==> config.mk <==
export PLATFORM = sky130hd
export DESIGN_NAME = text_console_flat
export DESIGN_NICKNAME = d
export VERILOG_FILES = /design/src/rtl/flapjack_text_pkg.sv /design/src/rtl/text_console_if.sv /design/src/rtl/rr_arbiter.sv /design/src/rtl/text_console.sv /design/src/flat_wrapper.sv
export SDC_FILE = /design/constraint.sdc
export NUM_CORES = 1
export LEC_CHECK = 0
export ABC_AREA = 1
export CELL_PAD_IN_SITES_DETAIL_PLACEMENT = 0
export CELL_PAD_IN_SITES_GLOBAL_PLACEMENT = 1
export CORE_ASPECT_RATIO = 0.6
export CORE_MARGIN = 8
export CORE_UTILIZATION = 35
export CTS_BUF_LIST = sky130_fd_sc_hd__clkbuf_8
export CTS_CLUSTER_DIAMETER = 30
export DETAILED_ROUTE_END_ITERATION = 10
export PLACE_DENSITY = 0.76
export SETUP_SLACK_MARGIN = 0.2
export SYNTH_ARGS = -nofsm -noshare
export SYNTH_HDL_FRONTEND = slang
export SYNTH_SLANG_ARGS = --single-unit
==> constraint.sdc <==
create_clock -name clk_sys -period 2.7 [get_ports clk_sys]
set_input_delay 0.81 -clock clk_sys [delete_from_list [all_inputs] [get_ports clk_sys]]
set_output_delay 0.81 -clock clk_sys [all_outputs]
set_load 0.05 [all_outputs]
==> src/rtl/flapjack_text_pkg.sv <==
// Shared types for the text console: command opcodes, cursor struct and cursor stepping helpers.
package flapjack_text_pkg;

    typedef enum logic [1:0] {
        OP_PUT_AT  = 2'd0,
        OP_PUT     = 2'd1,
        OP_NEWLINE = 2'd2,
        OP_CLEAR   = 2'd3
    } text_op_t;

    typedef enum logic {
        ST_IDLE  = 1'b0,
        ST_CLEAR = 1'b1
    } con_state_t;

    localparam int COLS_DEF  = 80;
    localparam int ROWS_DEF  = 60;
    localparam int CHR_W_DEF = 9;
    localparam int XW        = $clog2(COLS_DEF);
    localparam int YW        = $clog2(ROWS_DEF);

    typedef struct packed {
        logic [XW-1:0] x;
        logic [YW-1:0] y;
    } cursor_t;

    // Wrap is decided by comparing against the last index, so x never reaches cols.
    function automatic cursor_t cursor_step(cursor_t c, int cols, int rows);
        cursor_t n;
        n = c;
        if (int'(c.x) == cols - 1) begin
            n.x = '0;
            n.y = (int'(c.y) == rows - 1) ? '0 : c.y + YW'(1);
        end else begin
            n.x = c.x + XW'(1);
        end
        return n;
    endfunction

    function automatic cursor_t cursor_newline(cursor_t c, int rows);
        cursor_t n;
        n.x = '0;
        n.y = (int'(c.y) == rows - 1) ? '0 : c.y + YW'(1);
        return n;
    endfunction

endpackage

==> src/rtl/text_console_if.sv <==
// Client command bus plus display write port of the text console.
// Handshake: a command transfers on a clock edge where req_valid[i] & req_ready[i] are both high.
interface text_console_if import flapjack_text_pkg::*; #(
    parameter int N     = 2,
    parameter int CHR_W = CHR_W_DEF
);
    logic [N-1:0]            req_valid;
    logic [N-1:0]            req_ready;
    logic [N-1:0][1:0]       req_op;
    logic [N-1:0][XW-1:0]    req_x;
    logic [N-1:0][YW-1:0]    req_y;
    logic [N-1:0][CHR_W-1:0] req_chr;
    logic [XW-1:0]           char_x;
    logic [YW-1:0]           char_y;
    logic [CHR_W-1:0]        char_chr;
    logic                    char_str;
    logic                    busy;
    logic                    range_err;
    con_state_t              state_dbg;

    modport master (
        output req_valid, req_op, req_x, req_y, req_chr,
        input  req_ready, char_x, char_y, char_chr, char_str, busy, range_err, state_dbg
    );

    modport slave (
        input  req_valid, req_op, req_x, req_y, req_chr,
        output req_ready, char_x, char_y, char_chr, char_str, busy, range_err, state_dbg
    );
endinterface

==> src/rtl/rr_arbiter.sv <==
// Round-robin arbiter: one-hot grant searching from the client after the last winner.
module rr_arbiter #(
    parameter int N = 2
) (
    input  logic         clk,
    input  logic         rst,
    input  logic [N-1:0] req,
    input  logic         advance,
    output logic [N-1:0] grant
);
    localparam int PW = (N > 1) ? $clog2(N) : 1;

    logic [PW-1:0] ptr;
    logic [PW-1:0] win;
    logic [PW-1:0] idx_w;
    int            idx;

    // Walk offsets from far to near so the client closest to ptr wins.
    always_comb begin
        grant = '0;
        win   = ptr;
        idx   = 0;
        idx_w = '0;
        for (int i = N - 1; i >= 0; i--) begin
            idx = int'(ptr) + i;
            if (idx >= N) idx = idx - N;
            idx_w = PW'(idx);
            if (req[idx_w]) begin
                grant        = '0;
                grant[idx_w] = 1'b1;
                win          = idx_w;
            end
        end
    end

    always_ff @(posedge clk) begin
        if (rst) begin
            ptr <= '0;
        end else if (advance) begin
            ptr <= (int'(win) == N - 1) ? '0 : win + PW'(1);
        end
    end
endmodule

==> src/rtl/text_console.sv <==
// Multi-client character writer: arbitrates client commands, tracks per-client cursors
// and drives the textmode write port, including a full-screen CLEAR raster.
module text_console import flapjack_text_pkg::*; #(
    parameter int N_CLIENTS = 2,
    parameter int COLS      = COLS_DEF,
    parameter int ROWS      = ROWS_DEF,
    parameter int CHR_W     = CHR_W_DEF
) (
    input logic           clk_sys,
    input logic           rst_sys,
    text_console_if.slave tc
);
    localparam int SW = (N_CLIENTS > 1) ? $clog2(N_CLIENTS) : 1;
    localparam cursor_t LAST = '{x: XW'(COLS - 1), y: YW'(ROWS - 1)};

    con_state_t           state, state_nxt;
    logic [N_CLIENTS-1:0] grant;
    logic                 accept_en, accept, in_range;
    logic [SW-1:0]        sel;
    text_op_t             sel_op;
    logic [CHR_W-1:0]     sel_chr;
    cursor_t              sel_at, sel_cur, clr_pos, clr_nxt;
    cursor_t              cur [N_CLIENTS];
    logic [CHR_W-1:0]     clr_chr;
    logic [XW-1:0]        x_q;
    logic [YW-1:0]        y_q;
    logic [CHR_W-1:0]     chr_q;
    logic                 str_q, rerr_q;

    assign accept_en = (state == ST_IDLE) && !rst_sys;

    rr_arbiter #(.N(N_CLIENTS)) u_arb (
        .clk     (clk_sys),
        .rst     (rst_sys),
        .req     (tc.req_valid & {N_CLIENTS{accept_en}}),
        .advance (accept),
        .grant   (grant)
    );

    assign tc.req_ready = grant;
    assign accept       = |grant;

    always_comb begin
        sel = '0;
        for (int i = 0; i < N_CLIENTS; i++) begin
            if (grant[i]) sel = SW'(i);
        end
    end

    assign sel_op   = text_op_t'(tc.req_op[sel]);
    assign sel_chr  = tc.req_chr[sel];
    assign sel_at   = '{x: tc.req_x[sel], y: tc.req_y[sel]};
    assign sel_cur  = cur[sel];
    assign in_range = (int'(sel_at.x) < COLS) && (int'(sel_at.y) < ROWS);
    assign clr_nxt  = cursor_step(clr_pos, COLS, ROWS);

    always_ff @(posedge clk_sys) begin
        if (rst_sys) state <= ST_IDLE;
        else         state <= state_nxt;
    end

    always_comb begin
        state_nxt = state;
        case (state)
            ST_IDLE:  if (accept && sel_op == OP_CLEAR) state_nxt = ST_CLEAR;
            ST_CLEAR: if (clr_pos == LAST) state_nxt = ST_IDLE;
            default:  state_nxt = ST_IDLE;
        endcase
    end

    // clr_pos always names the cell currently on the output during a CLEAR.
    always_ff @(posedge clk_sys) begin
        if (rst_sys) begin
            x_q     <= '0;
            y_q     <= '0;
            chr_q   <= '0;
            str_q   <= 1'b0;
            rerr_q  <= 1'b0;
            clr_pos <= '0;
            clr_chr <= '0;
            for (int i = 0; i < N_CLIENTS; i++) cur[i] <= '0;
        end else begin
            str_q  <= 1'b0;
            rerr_q <= 1'b0;
            if (state == ST_CLEAR) begin
                if (clr_pos != LAST) begin
                    clr_pos <= clr_nxt;
                    x_q     <= clr_nxt.x;
                    y_q     <= clr_nxt.y;
                    chr_q   <= clr_chr;
                    str_q   <= 1'b1;
                end
            end else if (accept) begin
                case (sel_op)
                    OP_PUT_AT: begin
                        if (in_range) begin
                            x_q      <= sel_at.x;
                            y_q      <= sel_at.y;
                            chr_q    <= sel_chr;
                            str_q    <= 1'b1;
                            cur[sel] <= cursor_step(sel_at, COLS, ROWS);
                        end else begin
                            rerr_q <= 1'b1;
                        end
                    end
                    OP_PUT: begin
                        x_q      <= sel_cur.x;
                        y_q      <= sel_cur.y;
                        chr_q    <= sel_chr;
                        str_q    <= 1'b1;
                        cur[sel] <= cursor_step(sel_cur, COLS, ROWS);
                    end
                    OP_NEWLINE: cur[sel] <= cursor_newline(sel_cur, ROWS);
                    default: begin
                        cur[sel] <= '0;
                        clr_pos  <= '0;
                        clr_chr  <= sel_chr;
                        x_q      <= '0;
                        y_q      <= '0;
                        chr_q    <= sel_chr;
                        str_q    <= 1'b1;
                    end
                endcase
            end
        end
    end

    assign tc.char_x    = x_q;
    assign tc.char_y    = y_q;
    assign tc.char_chr  = chr_q;
    assign tc.char_str  = str_q;
    assign tc.range_err = rerr_q;
    assign tc.busy      = (state == ST_CLEAR);
    assign tc.state_dbg = state;
endmodule

==> src/flat_wrapper.sv <==
// flat-port wrapper written by rule: the top's interface ports become plain ports
module text_console_flat import flapjack_text_pkg::*;
#(
    parameter int N_CLIENTS = 2,
    parameter int COLS      = COLS_DEF,
    parameter int ROWS      = ROWS_DEF,
    parameter int CHR_W     = CHR_W_DEF
)
  (clk_sys, rst_sys, tc_req_valid, tc_req_op, tc_req_x, tc_req_y, tc_req_chr, tc_req_ready, tc_char_x, tc_char_y, tc_char_chr, tc_char_str, tc_busy, tc_range_err, tc_state_dbg);
  text_console_if #(.N((2)), .CHR_W(CHR_W)) tc_i ();
  input logic clk_sys;
  input logic rst_sys;
  input wire logic [$bits(tc_i.req_valid)-1:0] tc_req_valid;
  input wire logic [$bits(tc_i.req_op)-1:0] tc_req_op;
  input wire logic [$bits(tc_i.req_x)-1:0] tc_req_x;
  input wire logic [$bits(tc_i.req_y)-1:0] tc_req_y;
  input wire logic [$bits(tc_i.req_chr)-1:0] tc_req_chr;
  output wire logic [$bits(tc_i.req_ready)-1:0] tc_req_ready;
  output wire logic [$bits(tc_i.char_x)-1:0] tc_char_x;
  output wire logic [$bits(tc_i.char_y)-1:0] tc_char_y;
  output wire logic [$bits(tc_i.char_chr)-1:0] tc_char_chr;
  output wire logic [$bits(tc_i.char_str)-1:0] tc_char_str;
  output wire logic [$bits(tc_i.busy)-1:0] tc_busy;
  output wire logic [$bits(tc_i.range_err)-1:0] tc_range_err;
  output wire logic [$bits(tc_i.state_dbg)-1:0] tc_state_dbg;
  assign tc_i.req_valid = tc_req_valid;
  assign tc_i.req_op = tc_req_op;
  assign tc_i.req_x = tc_req_x;
  assign tc_i.req_y = tc_req_y;
  assign tc_i.req_chr = tc_req_chr;
  assign tc_req_ready = tc_i.req_ready;
  assign tc_char_x = tc_i.char_x;
  assign tc_char_y = tc_i.char_y;
  assign tc_char_chr = tc_i.char_chr;
  assign tc_char_str = tc_i.char_str;
  assign tc_busy = tc_i.busy;
  assign tc_range_err = tc_i.range_err;
  assign tc_state_dbg = tc_i.state_dbg;
  text_console #(.N_CLIENTS(N_CLIENTS), .COLS(COLS), .ROWS(ROWS), .CHR_W(CHR_W)) u_core (.clk_sys(clk_sys), .rst_sys(rst_sys), .tc(tc_i));
endmodule
# == Word level (Yosys, flattened, before mapping) ==
# Memory sizes are Yosys's and may differ from the RTL's.
# Index checks and enable logic that the tools add are counted.
# totals
register_bits,48
mem_bits_rw,26
output_inout_bits,28
memories,1
# op_classes
n_addsub,10
order_cmp,9
eq_ne,15
n_mux,107
bitwise_logic,8
n_reduce_logical,15
# mem_list
memory,words,word_bits,read_ports,rd_clocked_by_memory_dff,write_ports,line,source
u_core.cur,2,13,1,0,2,text_console.sv:23,cursor_t cur [N_CLIENTS];
# ops
op,count
6-bit 2-to-1 mux,21
7-bit 2-to-1 mux,18
13-bit 2-to-1 mux,8
9-bit 2-to-1 mux,6
1-bit 2-to-1 mux,43
"7-bit by 1-bit adder with 7-bit output, second input constant",3
"7-bit == test, second input constant",3
7-bit case mux with 3 select lines,1
"6-bit by 1-bit adder with 6-bit output, second input constant",3
"6-bit by 4-bit == test with 1-bit output, second input constant",3
6-bit case mux with 3 select lines,1
9-bit case mux with 2 select lines,1
"13-bit == test, second input constant",1
"13-bit inequality test, second input constant",1
13-bit OR reduction,1
2-bit 2-to-1 mux,4
"7-bit less-than comparator, second input constant",1
"1-bit by 2-bit less-than comparator with 1-bit output, second input constant",3
"6-bit less-than comparator, second input constant",1
3-bit AND reduction,2
1-bit logical AND,5
"2-bit == test, second input constant",2
"2-bit by 1-bit inequality test with 1-bit output, second input constant",2
1-bit inverter,4
20 further kinds,26

# == Depth between registers and ports, before layout ==
# logic_depth
ltp_word,25
ltp_mapped,21

# == Cells and area by module ==
# Synthesis repeated with hierarchy kept, for this count alone.
# hier_totals
hier_cells,695
hier_area_um2,4647.0
# modules_own_cells
mod,instances,cells_per_inst,area_per_inst_um2
text_console,1,676,4534.3
rr_arbiter,1,19,112.6

# == Worst setup path before layout ==
# OpenSTA, ideal clock, no wires.
# synth_path
path_kind,input to register
from,in tc_req_valid[0]
to,mem u_core.cur[0][4] in the netlist's numbering (data pin)
setup_time_ps,257
arrival_time_ps,2561
setup_slack_ps,-118
path_stages,19
n_path_buf,4
cell_sequence,nand2_2 > nand3_2 > buf_6 > buf_6 > buf_6 > nand2_1 > o21ai_1 > inv_1 > ha_1 > nand3_2 > nor2_4 > buf_6 > nand2_1 > nand2_1 > nand2_1 > nand2_1 > nand2_1 > nand2_1 > nor2_1
# synth_rtl
element,line,source
"start, declared",flat_wrapper.sv:13,input wire logic [$bits(tc_i.req_valid)-1:0] tc_req_valid;
"end, declared",text_console.sv:23,

# == Worst setup path after layout ==
# layout_path
from,in rst_sys
to,reg u_core.x_q[6] (netlist: u_core.tc.char_x[6])
# layout_between
elab_chain_cells,14
# layout_rtl
element,line,source
"start, declared",flat_wrapper.sv:12,input logic rst_sys;
1-bit zero test,text_console.sv:30,assign accept_en = (state == ST_IDLE) && !rst_sys;
1-bit logical AND,text_console.sv:30,
2-bit bitwise AND,text_console.sv:35,".req (tc.req_valid & {N_CLIENTS{accept_en}}),"
1-bit 2-to-1 mux (implied by the code) (2 in series),rr_arbiter.sv:28,if (req[idx_w]) begin
2-bit 2-to-1 mux (2 in series),rr_arbiter.sv:28,
1-bit 2-to-1 mux,text_console.sv:46,if (grant[i]) sel = SW'(i);
"7-bit 2-to-1 mux (implied by the code), or another cell as far along (2 in series)",text_console.sv:52,"assign sel_at = '{x: tc.req_x[sel], y: tc.req_y[sel]};"
"7-bit less-than comparator, or another cell as far along",text_console.sv:54,assign in_range = (int'(sel_at.x) < COLS) && (int'(sel_at.y) < ROWS);
1-bit logical AND / 7-bit case mux with 3 select lines (equally long branches),"text_console.sv:54, text_console.sv:94",
3-bit by 1-bit inequality test with 1-bit output (no line) / 7-bit 2-to-1 mux (equally long branches),-,
4-bit AND reduction (no line) / 7-bit 2-to-1 mux (equally long branches),-,
"end signal, assigned",text_console.sv:88,x_q <= clr_nxt.x;
"end signal, assigned",text_console.sv:97,x_q <= sel_at.x;
"end signal, assigned",text_console.sv:107,x_q <= sel_cur.x;
"end, declared",text_console.sv:25,logic [XW-1:0] x_q;
# Parallel ways exist; a longest one is shown, timed or not. The select of a mux whose other input is x is not followed.
# A chain may end at the register's enable or synchronous reset.

==> impl_metrics.py <==
metrics = {
    "grt": {
        "grt_pass1_vias": 5227,
        "globalRoute.totalOverflow": 0,
        "grt_max_degree": 30,
        "grt_pass1_wl_mm": 29.8,
        "antenna_found_initial": 0,
        "grt_usage": 0.215,
    },
    "placed_design": {
        "io_buffers": 79,
        "gp_congestion": 0.912,
        "pre_cts_ws_ns": -0.711,
        "dp_hpwl_mm": 14.5,
    },
    "clock_tree": {
        "cts_root_buffer": "clkbuf_8",
        "cts_hold_buf": 0,
        "cts.reportedPaths.clkPinSlew_ns": 0.09,
        "clk_path_buf_depth": 2,
        "cts_sinks": 74,
        "cts_inserted_buffers": 9,
        "cts_tree": "done",
        "h-tree-depth": 3,
        "clock_latency_ns": 0.36,
    },
    "pwr": {
        "p_seq_frac": 0.322,
        "p_leak_nw": 3.46,
        "p_comb_frac": 0.391,
        "peakVddDrop_mv": 0.271,
        "finalPower_mw": 4.06,
        "internal_power_mw": 2.66,
        "clock_power_share": 0.286,
        "power.density_nw_per_um2": 515,
        "p_sw_mw": 1.40,
        "switching_share": 0.345,
    },
    "floorplanning": {
        "die_w_um": 167,
        "initial_core_util": 0.354,
        "die_y_um": 106,
        "core-area_um2": 13500,
        "num_rows": 33,
        "ios": 80,
        "dieArea_um2": 17700,
    },
    "detailed_routing": {
        "drt_pass1_iterations": 5,
        "avgViaCountPerCell": 5.16,
        "post-route-drc-count": 0,
        "postRouteAntennaNets": 0,
        "finalWirelength_mm": 19.7,
        "num_vias": 5608,
        "first_iter_violations": 477,
        "wire_per_inst_um": 18.2,
    },
    "setup_path": {
        "crit_path_max_fanout": 7,
        "slowest_stage": "o22ai_4",
        "startpoint_type": "input port",
        "max_stage_delay_ns": 0.24,
        "reg2reg_depth": 14,
        "arrival_ns": 2.88,
        "cp_num_buf_inv": 5,
        "cp.depth": 14,
        "path_delay_family": "buffers and inverters",
        "setup.worst_path.class": "input port to register",
        "cp_data_required_time_ns": 2.99,
        "endpoint_kind": "register",
        "cp_cell_sequence": "buf_6 -> nor2_4 -> nand3_4 -> buf_12 -> buf_4 -> o21ai_4 -> buf_6 -> nand2_1 -> buf_4 -> o22ai_4 -> a21oi_2 -> nand3_1 -> nand2_1 -> nor2_1",
    },
    "timing": {
        "period_minus_slack_ns": 2.59,
        "finClkSkew_ns": 0.0155,
        "period_share": 0.960,
        "tightest_slew_ns": 0.621,
        "layout_setup_ws_ns": 0.108,
        "max_slew_margin": 0.585,
        "finalHoldViolCount": 0,
        "setup_viol": 0,
        "fmax_mhz": 386,
        "drv_slew": 0,
        "rsz0062_at_grt": "true",
    },
    "finish": {
        "diodes": 0,
        "fill_cells": 1252,
        "nets": 965,
        "post_route_cells_drive_above_1_share": 0.328,
        "syn_to_final_growth_pct": 65.7,
    },
    "yosys": {
        "ys_top_cells_by_area": "dfxtp_1 20%, edfxtp_1 16%, nand2_1 14%",
        "ys_types": 35,
        "synth-async-reset-ratio": 0,
        "synth_largest_area_cell": "dfxtp_1",
        "syn_avg_cell_area_um2": 6.82,
        "syn-num-nets": 756,
        "yosys_warnings": 0,
        "synth_seq_area_share": 0.366,
        "netlist_area_um2": 4760,
        "synth_top_area_share": 0.202,
        "synth_seq_cells": 74,
        "synthTopCellsByCount": "179 x nand2_1, 91 x nor2_1, 61 x nand3_1",
        "synthMostInstantiatedCell": "nand2_1",
        "synthCells": 698,
        "ys.flop_type": "dfxtp_1",
        "synth-edff-count": 26,
    },
    "worst_hold_path": {
        "min_path_type": "register to register",
        "min_path_cells": 2,
    },
    "flow_run": {
        "cap_violations": 0,
    },
    "outcome": {
        "status": "finished clean",
    },
}
## power by group through the flow
| stage | Sequential (mW) | Clock [mW] | Combinational, mW |
|---|---|---|---|
| CTS | 1.31 | 1.18 | 1.46 |
| finish | 1.31 | 1.16 | 1.59 |
| floorplan | 1.45 | 0 | 0.595 |
| global placement | 1.33 | 0 | 1.34 |
| detailed placement | 1.33 | 0 | 1.34 |
| global route | 1.32 | 1.24 | 1.69 |
## cell type report
cell class | count | area [um2] | area share
Clock buffer | 9 | 124 | 0.0157
Clock inverter | 7 | 141 | 0.0179
Inverter | 65 | 256 | 0.0325
Multi-Input combinational cell | 524 | 3130 | 0.397
Sequential cell | 74 | 1740 | 0.221
Tap cell | 175 | 219 | 0.0278
Timing Repair Buffer | 233 | 2270 | 0.287
## cell families after synthesis
logic type / share of synthesized area
and+or+nand+nor: 0.334
AOI/OAI and AO/OA: 0.158
buffers and inverters: 0.0960
DFF: 0.366
muxes: 0.0189
xor gates and xnor gates: 0.0110
adders and majority gates: 0.0158
## repair_timing
item                                    4_1_cts  5_1_grt
hold endpoints to repair                      0        0
endpoints found under the setup margin      102       96
gates resized for setup                      86       73
setup buffers                                20        9
cloned                                        3        1
pin swaps                                    25       34
## routing by layer
metal  global-route usage  part of all wire  vias to the layer above
met1                0.322              0.50                     2622
met4               0.0461            0.0093                        0
met5                    0                 0                        -
met3               0.0588             0.087                       22
met2                0.297              0.40                      210
li1                     -                 -                     2754
## worst paths after layout
check / start / to / slack, ns
setup reg to reg: u_core.u_arb.ptr / u_core.tc.char_x[6] / 0.24
setup / recovery: rst_sys / u_core.tc.char_x[6] / 0.11
hold reg to reg: u_core.tc.char_chr[7] / u_core.tc.char_chr[7] / 0.47
hold / removal: u_core.tc.char_chr[7] / u_core.tc.char_chr[7] / 0.47
## flip-flops by register name (all words and copies together) (netlist names)
register             count
u_core.cur              26
u_core.clr_pos          13
u_core.clr_chr           9
u_core.tc.char_chr       9
u_core.tc.char_x         7
u_core.tc.char_y         6
u_core.tc.busy           1
u_core.tc.char_str       1
u_core.tc.range_err      1
u_core.u_arb.ptr         1
## layout by cell type (no fill, tap or decap), types with 13 or more instances in the layout
| cell type | instances |
|---|---|
| nand3_2 | 13 |
| edfxtp_1 | 26 |
| clkdlybuf4s50_1 | 72 |
| nor2_1 | 80 |
| buf_6 | 16 |
| buf_12 | 16 |
| dfxtp_1 | 47 |
| inv_1 | 56 |
| nand2_1 | 143 |
| a21oi_1 | 42 |
| buf_4 | 120 |
| nand3_1 | 47 |
| o21ai_1 | 13 |
| nand2_2 | 31 |
| nand4_1 | 19 |
| o21ai_0 | 28 |
## per-stage QoR
| stage | cell area (um2) | utilization | setup TNS, ns | std cells | hold WS [ns] |
|---|---|---|---|---|---|
| after floorplan | 4890 | - | 0 | 698 | 0.457 |
| after global placement | 6710 | 0.499 | -45.48 | 1038 | 0.451 |
| after detailed placement | 6710 | 0.499 | -52.96 | 1038 | 0.461 |
| after CTS | 7490 | 0.556 | 0 | 1077 | 0.472 |
| after global routing | 7880 | 0.586 | 0 | 1087 | 0.487 |
| final | 7880 | 0.586 | 0 | 1087 | 0.469 |
## worst register-to-register path, delay by kind of cell, from the launching register on
| kind | cells | cell delay, ns |
|---|---|---|
| AND/OR/NAND/NOR | 6 | 0.63 |
| AO/OA/AOI/OAI | 3 | 0.58 |
| flip-flops | 1 | 0.37 |
| buffers and inverters | 5 | 0.82 |
(Power assumes the default switching activity.)
